File: src/rtl/ahb2apb_ctrl_if.sv
// AHB-slave / APB-master signal bundle for ahb2apb_ctrl.
// The slave modport is the bridge's view; the master modport is the upstream/downstream view.
interface ahb2apb_ctrl_if;
    localparam int unsigned ADDR_W = 32;
    localparam int unsigned DATA_W = 32;
    localparam int unsigned NSLV   = 3;

    logic [1:0]        HTRANS;
    logic              HWRITE;
    logic              HREADYin;
    logic [ADDR_W-1:0] HADDR;
    logic [2:0]        HSIZE;
    logic [DATA_W-1:0] HWDATA;
    logic              HREADYout;
    logic [1:0]        HRESP;
    logic [DATA_W-1:0] HRDATA;
    logic [DATA_W-1:0] PRDATA;
    logic [NSLV-1:0]   PSEL;
    logic              PENABLE;
    logic              PWRITE;
    logic [ADDR_W-1:0] PADDR;
    logic [DATA_W-1:0] PWDATA;

    modport slave (
        input  HTRANS, HWRITE, HREADYin, HADDR, HSIZE, HWDATA, PRDATA,
        output HREADYout, HRESP, HRDATA, PSEL, PENABLE, PWRITE, PADDR, PWDATA
    );

    modport master (
        output HTRANS, HWRITE, HREADYin, HADDR, HSIZE, HWDATA, PRDATA,
        input  HREADYout, HRESP, HRDATA, PSEL, PENABLE, PWRITE, PADDR, PWDATA
    );
endinterface

File: src/rtl/ahb2apb_ctrl.sv
// AHB single-transfer to APB bridge: decodes three APB regions and runs SETUP/ENABLE,
// stretching the AHB data phase with HREADYout. All APB-side outputs are registered.
module ahb2apb_ctrl (
    input  logic                 HCLK,
    input  logic                 HRESETn,
    ahb2apb_ctrl_if.slave        bus
);
    localparam int unsigned ADDR_W = 32;
    localparam int unsigned DATA_W = 32;
    localparam int unsigned NSLV   = 3;

    localparam logic [ADDR_W-1:0] BASE0       = 32'h8000_0000;
    localparam logic [ADDR_W-1:0] BASE1       = 32'h8400_0000;
    localparam logic [ADDR_W-1:0] BASE2       = 32'h8800_0000;
    localparam logic [ADDR_W-1:0] REGION_MASK = 32'hFC00_0000;

    typedef enum logic [2:0] {
        IDLE    = 3'd0,
        READ    = 3'd1,
        RENABLE = 3'd2,
        WWAIT   = 3'd3,
        WRITE   = 3'd4,
        WENABLE = 3'd5
    } state_t;

    state_t            state_q, state_d;
    logic [ADDR_W-1:0] addr_r, addr_d;
    logic              write_r, write_d;
    logic [NSLV-1:0]   sel_r, sel_d;

    logic              hready_q, hready_d;
    logic [NSLV-1:0]   psel_q, psel_d;
    logic              penable_q, penable_d;
    logic              pwrite_q, pwrite_d;
    logic [ADDR_W-1:0] paddr_q, paddr_d;
    logic [DATA_W-1:0] pwdata_q, pwdata_d;

    logic [NSLV-1:0]   sel_dec;
    logic              valid;
    logic              unused_hsize;

    assign unused_hsize = ^bus.HSIZE;

    // Region decode, BASE0 has highest priority.
    always_comb begin
        sel_dec = NSLV'(0);
        if ((bus.HADDR & REGION_MASK) == BASE0)
            sel_dec = NSLV'(3'b001);
        else if ((bus.HADDR & REGION_MASK) == BASE1)
            sel_dec = NSLV'(3'b010);
        else if ((bus.HADDR & REGION_MASK) == BASE2)
            sel_dec = NSLV'(3'b100);
    end

    assign valid = bus.HREADYin && (bus.HTRANS inside {2'b00, 2'b01}) && hready_q
                   && (sel_dec != NSLV'(0));

    // Next state, transfer capture, and output values for the state being entered.
    always_comb begin
        state_d   = state_q;
        addr_d    = addr_r;
        write_d   = write_r;
        sel_d     = sel_r;
        hready_d  = 1'b1;
        psel_d    = psel_q;
        penable_d = 1'b0;
        pwrite_d  = pwrite_q;
        paddr_d   = paddr_q;
        pwdata_d  = pwdata_q;

        case (state_q)
            IDLE, RENABLE, WENABLE: begin
                if (valid) begin
                    addr_d  = bus.HADDR;
                    write_d = bus.HWRITE;
                    sel_d   = sel_dec;
                    state_d = bus.HWRITE ? WWAIT : READ;
                end else begin
                    state_d = IDLE;
                end
            end
            READ:    state_d = RENABLE;
            WWAIT: begin
                pwdata_d = bus.HWDATA;
                state_d  = WRITE;
            end
            WRITE:   state_d = WENABLE;
            default: state_d = IDLE;
        endcase

        case (state_d)
            IDLE: begin
                psel_d   = NSLV'(0);
                pwrite_d = 1'b0;
            end
            READ: begin
                psel_d   = sel_d;
                paddr_d  = addr_d;
                pwrite_d = 1'b0;
                hready_d = 1'b0;
            end
            RENABLE: penable_d = 1'b1;
            WWAIT: begin
                psel_d   = NSLV'(0);
                pwrite_d = 1'b0;
                hready_d = 1'b0;
            end
            WRITE: begin
                psel_d   = sel_r;
                paddr_d  = addr_r;
                pwrite_d = write_r;
                hready_d = 1'b0;
            end
            WENABLE: penable_d = 1'b1;
            default: begin
                psel_d   = NSLV'(0);
                pwrite_d = 1'b0;
            end
        endcase
    end

    // State and output registers; HRESETn is an active-high synchronous reset.
    always_ff @(posedge HCLK) begin
        if (HRESETn) begin
            state_q   <= IDLE;
            addr_r    <= '0;
            write_r   <= 1'b0;
            sel_r     <= '0;
            hready_q  <= 1'b1;
            psel_q    <= '0;
            penable_q <= 1'b0;
            pwrite_q  <= 1'b0;
            paddr_q   <= '0;
            pwdata_q  <= '0;
        end else begin
            state_q   <= state_d;
            addr_r    <= addr_d;
            write_r   <= write_d;
            sel_r     <= sel_d;
            hready_q  <= hready_d;
            psel_q    <= psel_d;
            penable_q <= penable_d;
            pwrite_q  <= pwrite_d;
            paddr_q   <= paddr_d;
            pwdata_q  <= pwdata_d;
        end
    end

    assign bus.HREADYout = hready_q;
    assign bus.HRESP     = 2'b00;
    assign bus.HRDATA    = bus.PRDATA;
    assign bus.PSEL      = psel_q;
    assign bus.PENABLE   = penable_q;
    assign bus.PWRITE    = pwrite_q;
    assign bus.PADDR     = paddr_q;
    assign bus.PWDATA    = pwdata_q;
endmodule

File: src/flat_wrapper.sv
// flat-port wrapper written by rule: the top's interface ports become plain ports
module ahb2apb_ctrl_flat 
  (HCLK, HRESETn, bus_HTRANS, bus_HWRITE, bus_HREADYin, bus_HADDR, bus_HSIZE, bus_HWDATA, bus_PRDATA, bus_HREADYout, bus_HRESP, bus_HRDATA, bus_PSEL, bus_PENABLE, bus_PWRITE, bus_PADDR, bus_PWDATA);
  ahb2apb_ctrl_if bus_i ();
  input  logic HCLK;
  input  logic HRESETn;
  input wire logic [$bits(bus_i.HTRANS)-1:0] bus_HTRANS;
  input wire logic [$bits(bus_i.HWRITE)-1:0] bus_HWRITE;
  input wire logic [$bits(bus_i.HREADYin)-1:0] bus_HREADYin;
  input wire logic [$bits(bus_i.HADDR)-1:0] bus_HADDR;
  input wire logic [$bits(bus_i.HSIZE)-1:0] bus_HSIZE;
  input wire logic [$bits(bus_i.HWDATA)-1:0] bus_HWDATA;
  input wire logic [$bits(bus_i.PRDATA)-1:0] bus_PRDATA;
  output wire logic [$bits(bus_i.HREADYout)-1:0] bus_HREADYout;
  output wire logic [$bits(bus_i.HRESP)-1:0] bus_HRESP;
  output wire logic [$bits(bus_i.HRDATA)-1:0] bus_HRDATA;
  output wire logic [$bits(bus_i.PSEL)-1:0] bus_PSEL;
  output wire logic [$bits(bus_i.PENABLE)-1:0] bus_PENABLE;
  output wire logic [$bits(bus_i.PWRITE)-1:0] bus_PWRITE;
  output wire logic [$bits(bus_i.PADDR)-1:0] bus_PADDR;
  output wire logic [$bits(bus_i.PWDATA)-1:0] bus_PWDATA;
  assign bus_i.HTRANS = bus_HTRANS;
  assign bus_i.HWRITE = bus_HWRITE;
  assign bus_i.HREADYin = bus_HREADYin;
  assign bus_i.HADDR = bus_HADDR;
  assign bus_i.HSIZE = bus_HSIZE;
  assign bus_i.HWDATA = bus_HWDATA;
  assign bus_i.PRDATA = bus_PRDATA;
  assign bus_HREADYout = bus_i.HREADYout;
  assign bus_HRESP = bus_i.HRESP;
  assign bus_HRDATA = bus_i.HRDATA;
  assign bus_PSEL = bus_i.PSEL;
  assign bus_PENABLE = bus_i.PENABLE;
  assign bus_PWRITE = bus_i.PWRITE;
  assign bus_PADDR = bus_i.PADDR;
  assign bus_PWDATA = bus_i.PWDATA;
  ahb2apb_ctrl u_core (.HCLK(HCLK), .HRESETn(HRESETn), .bus(bus_i));
endmodule
File: config.mk
export PLATFORM = sky130hd
export DESIGN_NAME = ahb2apb_ctrl_flat
export DESIGN_NICKNAME = d
export VERILOG_FILES = /design/src/rtl/ahb2apb_ctrl_if.sv /design/src/rtl/ahb2apb_ctrl.sv /design/src/flat_wrapper.sv
export SDC_FILE = /design/constraint.sdc
export NUM_CORES = 1
export LEC_CHECK = 0
export BUFFER_PORTS_ARGS = -buffer_cell sky130_fd_sc_hd__buf_2
export CORE_MARGIN = 5
export CORE_UTILIZATION = 40
export CTS_BUF_LIST = sky130_fd_sc_hd__clkbuf_8 sky130_fd_sc_hd__clkbuf_16
export DETAILED_ROUTE_END_ITERATION = 6
export PLACE_DENSITY_LB_ADDON = 0.12
export SKIP_CTS_REPAIR_TIMING = 1
export SLEW_MARGIN = 40
export SYNTH_ARGS = -nofsm -noshare
export SYNTH_HDL_FRONTEND = slang
export SYNTH_SLANG_ARGS = --single-unit
File: constraint.sdc
create_clock -name HCLK -period 1.4 [get_ports HCLK]
set_input_delay 0.07 -clock HCLK [delete_from_list [all_inputs] [get_ports HCLK]]
set_output_delay 0.07 -clock HCLK [all_outputs]
set_load 0.02 [all_outputs]
# Word-level counts from Yosys, hierarchy flattened
# Index checks and enable logic that the tools add are counted.
# classes
n_eq_ne	14
shifts	0
bitwise	0
mul	0
muxes	15
reduce_logical	12
div	0
order_cmp	0
add_sub_neg	0
# op_table
op	n
2-to-1 mux 32 bit	2
case mux 32 bit (2 select lines)	1
== test 6 bit, second input constant	3
2-to-1 mux 3 bit	6
== test 3 x 2 -> 1 bit, second input constant	4
== test 3 bit, second input constant	4
case mux 3 bit (4 select lines)	1
case mux 3 bit (3 select lines)	1
== test 3 x 1 -> 1 bit, second input constant	2
OR reduction 3 bit	2
nonzero test 2 bit	2
logical AND 1 bit	3
logical NOT 3 bit	1
nonzero test 3 bit	1
== test 2 x 1 -> 1 bit, second input constant	1
logical NOT 2 bit	1
2-to-1 mux 1 bit	2
2-to-1 mux 2 bit	1
case mux 1 bit (2 select lines)	1
AND reduction 2 bit	1
OR reduction 2 bit	1
# word_totals
mem_bits_ro	0
in_bits	105
reg_bits	109
word_cells	51
out_inout_bits	104
memories	0
mem_bits_rw	0
latch_bits	0

# Longest topological paths before layout
# Gate-level depths: netlist of run 1.
# logic_depth
ltp_word	11
depth_mapped	7
ltp_nobuf	4

# Worst setup path before layout of run 1
# OpenSTA, ideal clock, no wires.
# synth_timing
kind	register -> register
start	reg u_core.hready_q (netlist: u_core.bus.HREADYout)
end	reg u_core.paddr_q[26] (netlist: u_core.bus.PADDR[26])
period_less_slack_ps	1456
n_path_buf	1
path_stages_with_launch	6
path_slack_ps	-56
required_time_ps	1309
setup_ps	91
arrival_time_ps	1365
path_cell_list	dfxtp_1 -> and3b_1 -> and4_4 -> buf_6 -> nand4b_1 -> a311oi_1
# synth_via
elab_chain_cells	6
elab_cells_between_ends	10
cone_classes	eq/ne (2); mux (5); reduce/logical (3)
# synth_rtl
item	line_no	rtl
start: declaration	ahb2apb_ctrl.sv:31	logic hready_q, hready_d;
start signal: assignment	ahb2apb_ctrl.sv:140	hready_q <= hready_d;
logical AND 1 bit *	ahb2apb_ctrl.sv:55	assign valid = bus.HREADYin && (bus.HTRANS inside {2'b00, 2'b01}) && hready_q
logical AND 1 bit *	ahb2apb_ctrl.sv:56	&& (sel_dec != NSLV'(0));
2-to-1 mux 3 bit	ahb2apb_ctrl.sv:73	if (valid) begin
case mux 3 bit (4 select lines)	ahb2apb_ctrl.sv:71	case (state_q)
== test 3 bit / == test 3 x 1 -> 1 bit (equally long branches)	ahb2apb_ctrl.sv:91	case (state_d)
case mux 32 bit (2 select lines) / nonzero test 2 bit (equally long branches)	n/a	
end signal: assignment	ahb2apb_ctrl.sv:144	paddr_q <= paddr_d;
end: declaration	ahb2apb_ctrl.sv:35	logic [ADDR_W-1:0] paddr_q, paddr_d;
# Mark *: on every way between the ends. The rest lies on a longest branch, timed or not.
# A chain may end at the register's enable or synchronous reset.

# Worst setup path after layout of run 1
# layout_timing
start	reg u_core.state_q[2]
end	reg u_core.paddr_q[25] (netlist: u_core.bus.PADDR[25])
# layout_via
elab_chain_cells	5
elab_cells_between_ends	13
cone_classes	eq/ne (7); mux (3); reduce/logical (3)
# layout_rtl
item	line_no	rtl
start: declaration	ahb2apb_ctrl.sv:26	state_t state_q, state_d;
start signal: assignment	ahb2apb_ctrl.sv:136	state_q <= state_d;
== test 3 x 2 -> 1 bit (tied with other cells)	ahb2apb_ctrl.sv:71	
OR reduction 3 bit	ahb2apb_ctrl.sv:71	
case mux 3 bit (4 select lines)	ahb2apb_ctrl.sv:71	
== test 3 bit / == test 3 x 1 -> 1 bit (equally long branches)	ahb2apb_ctrl.sv:91	
case mux 32 bit (2 select lines) / nonzero test 2 bit (equally long branches)	n/a	
# Several ways; a longest one is shown, not always the timed one.

==> key figures, run 1 <==
Timing
  • Fin crit share: 1.12
  • Hold Fails Final Rpt: 9
  • Crit path time final: between 1500 and 2000 ps
  • Final setup margin: -175 ps
  • RSZ-0062 raised after global routing: yes
  • Maximum clock frequency: between 0.6 and 0.7 GHz
  • Clk_skew: approximately 4.3 ps
  • Worst hold slack: -29.8 ps
  • Pins Over Slew Limit: 0
  • Final setup vio count: between 90 and 100

Floorplanning
  • DIE WIDTH: around 120 µm
  • Core ar.: 0.0113 mm²
  • Die area: between 0.01 and 0.015 mm²
  • Die H: 117 µm
  • Initial Util: 0.404
  • # IOs: about 210
  • Site Rows: 39

Route
  • Wire per inst: 17.5 µm
  • Met2 WL: roughly 7300 µm
  • DR vias: between 4,000 and 5,000
  • Vias per std cell: ~5.3
  • DRT iter0 DRCs: 296
  • DRC: 0
  • Post-route ant nets: 0
  • Post-Route WL: ~15,000 µm
  • Uppermost layer routed: met4
  • Met3 WL: a little under 900 µm
  • DR pass1 iterations: 5
  • Metal-1 WL: between 6000 and 7000 µm

Setup path
  • CP Launch Type: flip-flop
  • Reg2reg start: u_core.state_q[2]
  • Register-to-register setup slack: -170 ps
  • CP Cell Sequence: or3b_4 > nand4_4 > clkbuf_16 > o21ai_0 > a311oi_1
  • R2R cell count: 5
  • Worst EP arrival: roughly 1800 ps
  • Worst flop-to-flop path endpoint: u_core.bus.PADDR[25]
  • CP Max Fanout: 8
  • WP buf/inv: 1
  • Crit-path slowest cell: or3b_4
  • Critical path's top delay family: simple AND/OR/NAND/NOR gates
  • Critical Path Max Stage Delay: 420 ps
  • Crit Path Class: flip-flop to flip-flop
  • Critical Path End Type: flip-flop
  • Req. time, crit path: ~1700 ps

Placed design
  • Port Buffer Count: 138
  • Post-place instance area: 0.00534 mm²
  • GP Congestion: about 0.73
  • Inst Count DP: approximately 800
  • Dpl hpwl: between 8000 and 9000 µm

Layout
  • Nets@finish: 808
  • Most frequent cells in the layout: buf_2 (137), dfxtp_1 (106), nand2_1 (71)
  • Fraction of layout cells with a size suffix above 1: 0.381
  • Antenna cells: 0
  • Layout area overhead: 44.5%
  • Fin cells: roughly 850
  • Commonest non-fill, non-tap cell in the layout: buf_2
  • Final non-filler cell area: ~0.0066 mm²

Global routing
  • First-pass GRT wire length: approximately 20,000 µm
  • GR Util All Layers: 0.175
  • Largest net degree at the start of global routing: 46
  • Vias in the first global route: between 4,000 and 5,000
  • Initial antenna violation count: 0
  • GRT Residual Overflow: 0

Power
  • Max IR drop VDD: 0.715 mV
  • P per Cell Area: approximately 900 mW/mm²
  • Overall power: around 6.1 mW
  • LEAKAGE: 2.68 nW

Outcome
  • Status: complete, but fails checks
  • Violated checks: hold timing, setup timing

Clock tree
  • Clock transition at path regs: 70 ps
  • Later-pin clock latency in the skew report: about 340 ps
  • H-tree levels: 3
  • Clock tree sinks: 109
  • CTS tree: built
  • CTS buffer count: 9
  • Clk buf depth: 2
  • Root buffer cell: clkbuf_16

Synthesis
  • Syn avg cell area: approximately 8.2 µm²
  • Post-synth ARST share: 0
  • Ys Warns: 0
  • Syn Inst Count: around 560
  • Main flop type after synthesis: dfxtp_1
  • Number of synthesized flops with an enable pin: 0
  • Synth Cell Area: between 0.004 and 0.005 mm²
  • Sequential share of the synthesized area: 0.477
  • Library cells used by synthesis: 31
  • Yosys reg bits: around 110

Worst hold path
  • Hold Crit Class: primary input to flip-flop
  • Hold Path Cell Cnt: 3
  • Hold Path Sink: u_core.bus.PWDATA[6]
  • Hold_sp: bus_HWDATA[6]

Flow run
  • Max Cap Viol: 0
-- Yosys cell counts, types with 2 or more instances --
cell type | count | area (µm²)
o211ai_1 | 3 | 22.5
o21ai_1 | 4 | 20.0
a21o_1 | 2 | 15.0
nand4_2 | 2 | 25.0
dfxtp_1 | 109 | 2180
a311oi_1 | 31 | 272
inv_1 | 2 | 7.51
nand3_1 | 57 | 285
a21oi_1 | 73 | 365
nand4b_1 | 2 | 17.5
nand2_1 | 74 | 278
buf_6 | 4 | 45.0
nor2_1 | 38 | 143
nor3b_1 | 3 | 22.5
clkbuf_1 | 29 | 109
buf_2 | 16 | 80.1
o21ai_0 | 56 | 280
buf_4 | 38 | 285
-- metrics by stage --
stage	TNS [ps]	worst slack, ps	util
2_1_floorplan	-185	-9.24	-
3_3_place_gp	-2310	-101	0.471
3_5_place_dp	-3320	-169	0.471
4_1_cts	-3750	-168	0.497
5_1_grt	-14570	-232	0.584
6_report	-7590	-175	0.584
-- state kept, by name, indices dropped and copies added (netlist names), 3 cells and up --
| name | flops |
|---|---|
| u_core.addr_r | 32 |
| u_core.bus.PADDR | 32 |
| u_core.bus.PSEL | 3 |
| u_core.bus.PWDATA | 32 |
| u_core.sel_r | 3 |
| u_core.state_q | 3 |
-- power by group --
group	switching (mW)	total (mW)	internal, mW	leakage [nW]
Sequential	0.00510	3.11	3.11	0.878
Clock	1.11	2.53	1.42	0.151
Combinational	0.242	0.467	0.226	1.65
Total	1.35	6.10	4.75	2.68
-- routing by layer --
metal / vias up / global-route usage
met5: - / 0
met4: 0 / 0.0482
met3: 30 / 0.0401
met2: 152 / 0.287
met1: 2093 / 0.232
li1: 2213 / -
-- final cells by class --
cell class | count | area, µm²
timing repair buffer | 222 | 1840
sequential | 109 | 2190
multi-input combinational | 359 | 2110
tap | 143 | 179
inverter | 2 | 7.51
clock inverter | 6 | 55.1
fill | 1025 | 4700
clock buffer | 10 | 239
-- cells by family (layout without fill, tap and decap cells) --
kind of cell           after synthesis  count (layout)  synth area share
and+or+nand+nor                    186             186             0.191
AOI/OAI and AO/OA                  171             171             0.216
DFF                                109             109             0.477
buffers and inverters               89             240             0.115
other                                1               2          0.000819
-- worst max path at each step --
stage | from | to | slack, ps | cells past startpoint
6_report | u_core.state_q[2] | u_core.bus.PADDR[25] | -170 | 5
2_1_floorplan | u_core.state_q[2] | u_core.bus.PADDR[26] | -9 | 6
3_5_place_dp | bus_HADDR[29] | u_core.bus.PADDR[20] | -170 | 6
4_1_cts | u_core.state_q[0] | u_core.bus.PADDR[20] | -170 | 5
3_3_place_gp | u_core.state_q[0] | u_core.bus.PADDR[8] | -100 | 5
5_1_grt | u_core.bus.HREADYout | u_core.bus.PADDR[29] | -230 | 6
-- tightest hold or removal path: cells and delay by family --
family	cells	cell delay, ps
buffers and inverters	1	100
AO/OA/AOI/OAI	1	50
AND/OR/NAND/NOR	1	40
No activity file was read; power rests on OpenSTA's default activity.
==> run 2, diff against run 1 <==
--- a/config.mk
+++ b/config.mk
@@ -6,12 +6,14 @@
 export NUM_CORES = 1
 export LEC_CHECK = 0
 export BUFFER_PORTS_ARGS = -buffer_cell sky130_fd_sc_hd__buf_2
+export CAP_MARGIN = 10
 export CORE_MARGIN = 5
-export CORE_UTILIZATION = 40
+export CORE_UTILIZATION = 34
 export CTS_BUF_LIST = sky130_fd_sc_hd__clkbuf_8 sky130_fd_sc_hd__clkbuf_16
 export DETAILED_ROUTE_END_ITERATION = 6
 export PLACE_DENSITY_LB_ADDON = 0.12
 export SKIP_CTS_REPAIR_TIMING = 1
+export SKIP_LAST_GASP = 1
 export SLEW_MARGIN = 40
 export SYNTH_ARGS = -nofsm -noshare
 export SYNTH_HDL_FRONTEND = slang
==> key figures, run 2 (synthesis gave the netlist of run 1 again) <==
Outcome
  • Status: complete, but fails checks
  • Violated checks: hold timing, setup timing

Layout
  • Layout area overhead: 44.2%
  • Antenna cells: 0 (unchanged)
  • Fin cells: 888 (+4.3%)
  • Most frequent cells in the layout: buf_2 (138), dfxtp_1 (107), nand2_1 (74)
  • Commonest non-fill, non-tap cell in the layout: buf_2
  • Nets@finish: 812 (+0.50%)
  • Fraction of layout cells with a size suffix above 1: 0.357 (-0.0246)

Route
  • Met3 WL: 792 µm (-9.4%)
  • Post-route ant nets: 0 (unchanged)
  • DR pass1 iterations: 6 (+1)
  • Vias per std cell: 5.11 (-3.1%)
  • Metal-1 WL: 6460 µm (+0.40%)
  • DRC: 0 (unchanged)
  • Met2 WL: 6910 µm (-5.7%)
  • Uppermost layer routed: met4
  • Post-Route WL: 14,500 µm (-3.1%)
  • Wire per inst: 16.3 µm (-7.2%)
  • DR vias: 4,539 (+1.1%)
  • DRT iter0 DRCs: 219 (-26%)

Setup path
  • Critical path's top delay family: buffers and inverters
  • Critical Path End Type: flip-flop
  • Worst EP arrival: 1790 ps (-40 ps)
  • Crit Path Class: flip-flop to flip-flop
  • CP Cell Sequence: buf_4 > nand2b_4 > buf_4 > or2_4 > buf_6 > clkbuf_16 > nand2_1 > a21oi_1
  • CP Launch Type: flip-flop
  • WP buf/inv: 4 (+3)
  • Req. time, crit path: 1630 ps (-20 ps)
  • Critical Path Max Stage Delay: 340 ps (-80 ps)
  • Crit-path slowest cell: dfxtp_2
  • Cell mode on critical path: buf_4
  • CP Max Fanout: 12 (+4)

Timing
  • Clk_skew: 5.13 ps (+0.807 ps)
  • Pins Over Slew Limit: 0 (unchanged)
  • Crit path time final: 1550 ps (-20.0 ps)
  • Final setup margin: -155 ps (+20.0 ps)
  • Fin crit share: 1.11 (-0.0143)
  • Final setup vio count: 82 (-15%)
  • Maximum clock frequency: 0.643 GHz (+1.3%)
  • RSZ-0062 raised after global routing: yes
  • Worst hold slack: -34.7 ps (-4.88 ps)
  • Hold Fails Final Rpt: 14 (+5)

Worst hold path
  • Hold Crit Class: primary input to flip-flop

Clock tree
  • Clock tree sinks: 109 (unchanged)
  • Clock transition at path regs: 70 ps (about the same)
  • Clk buf depth: 2 (unchanged)
  • H-tree levels: 3 (unchanged)
  • Later-pin clock latency in the skew report: 350 ps (about the same)
  • CTS tree: built
  • Root buffer cell: clkbuf_16
  • CTS buffer count: 9 (unchanged)

Global routing
  • GR Util All Layers: 0.153 (-0.0225)
  • Largest net degree at the start of global routing: 45 (-2.2%)
  • Vias in the first global route: 4,051 (+0.67%)
  • First-pass GRT wire length: 20,100 µm (+2.9%)
  • GRT Residual Overflow: 0 (unchanged)
  • Initial antenna violation count: 0 (unchanged)

Power
  • Pint: 4.77 mW (+0.50%)
  • Max IR drop VDD: 0.668 mV (-6.5%)
  • Net Sw Power: 1.38 mW (+1.6%)
  • LEAKAGE: 2.67 nW (-0.38%)
  • Overall power: 6.15 mW (+0.75%)
  • Flop pwr share: 0.506 (-0.004)
  • P per Cell Area: 932 mW/mm² (+0.98%)
  • Sw Share: 0.224 (+0.00194)
  • Logic pwr share: 0.081 (+0.004)
  • Clk pwr share: 0.413 (about the same)

Flow run
  • Max Cap Viol: 0 (unchanged)

Floorplanning
  • Initial Util: 0.346 (-0.0587)
  • Die area: 0.0159 mm² (+16%)
  • # IOs: 209 (unchanged)
  • Core ar.: 0.0132 mm² (+17%)
  • DIE WIDTH: 126 µm (+7.7%)
  • Die H: 126 µm (+7.7%)
  • Site Rows: 42 (+7.7%)

Placed design
  • Port Buffer Count: 138 (unchanged)
  • Worst slack at placement: -152 ps (+16.6 ps)
  • GP Congestion: 0.748 (+1.8%)
  • Dpl hpwl: 8660 µm (+2.2%)
  • Inst Count DP: 815 (+4.5%)
[run 2: cell types whose count changed in the layout (fill, tap and decap cells not counted), moves of 4 or more]
cell           change
buf_6              +4
nand3_2            +7
o21ai_2           -12
a21oi_1            +4
a21oi_2            -4
buf_12             -5
o21ai_0           +27
o21ai_1           -16
dlygate4sd3_1      +8
nand3_1            -9
[run 2: final timing paths]
path                             start                    to  slack [ps]  depth (start not counted)
setup / recovery     u_core.state_q[0]  u_core.bus.PWDATA[0]        -150                          8
hold / removal           bus_HWDATA[6]  u_core.bus.PWDATA[6]         -30                          3
setup reg to reg     u_core.state_q[0]  u_core.bus.PWDATA[0]        -150                          8
hold reg to reg   u_core.bus.PWDATA[9]  u_core.bus.PWDATA[9]         450                          2
[run 2: worst register-to-register path: cells and delay by family (launching register included)]
kind            cells  cell delay, ps
compound gates      1              70
buf+inv             4             580
flops               1             340
simple gates        3             450
[run 2: per-stage QoR]
stage	instance area [µm²]	utilization	hold slack [ps]	setup TNS (ps)
5_1_grt	6600	0.498	0.571	-14520
6_report	6600	0.498	-34.7	-6990
3_5_place_dp	5320	0.402	140	-3880
3_3_place_gp	5320	0.402	140	-2300
4_1_cts	5610	0.424	-65.1	-4030
2_1_floorplan	4600	-	206	-185
[run 2: final cells by class]
cell class	instances	area (µm²)
fill	1283	6640
sequential	109	2180
multi-input combinational	359	2100
timing repair buffer	226	1790
clock buffer	10	239
tap	176	220
clock inverter	6	53.8
inverter	2	7.51
[run 2: per-layer routing]
layer | track usage | vias up
met2 | 0.248 | 151
met3 | 0.0309 | 25
li1 | - | 2218
met4 | 0.0694 | 0
met5 | 0 | -
met1 | 0.195 | 2145
[run 2: power groups by stage]
stage	sequential, mW	clock, mW	combinational (mW)
floorplan	3.19	0	0.272
global placement	3.18	0	0.326
detailed placement	3.18	0	0.327
CTS	3.11	2.64	0.328
global route	3.11	2.73	0.534
finish	3.11	2.54	0.498
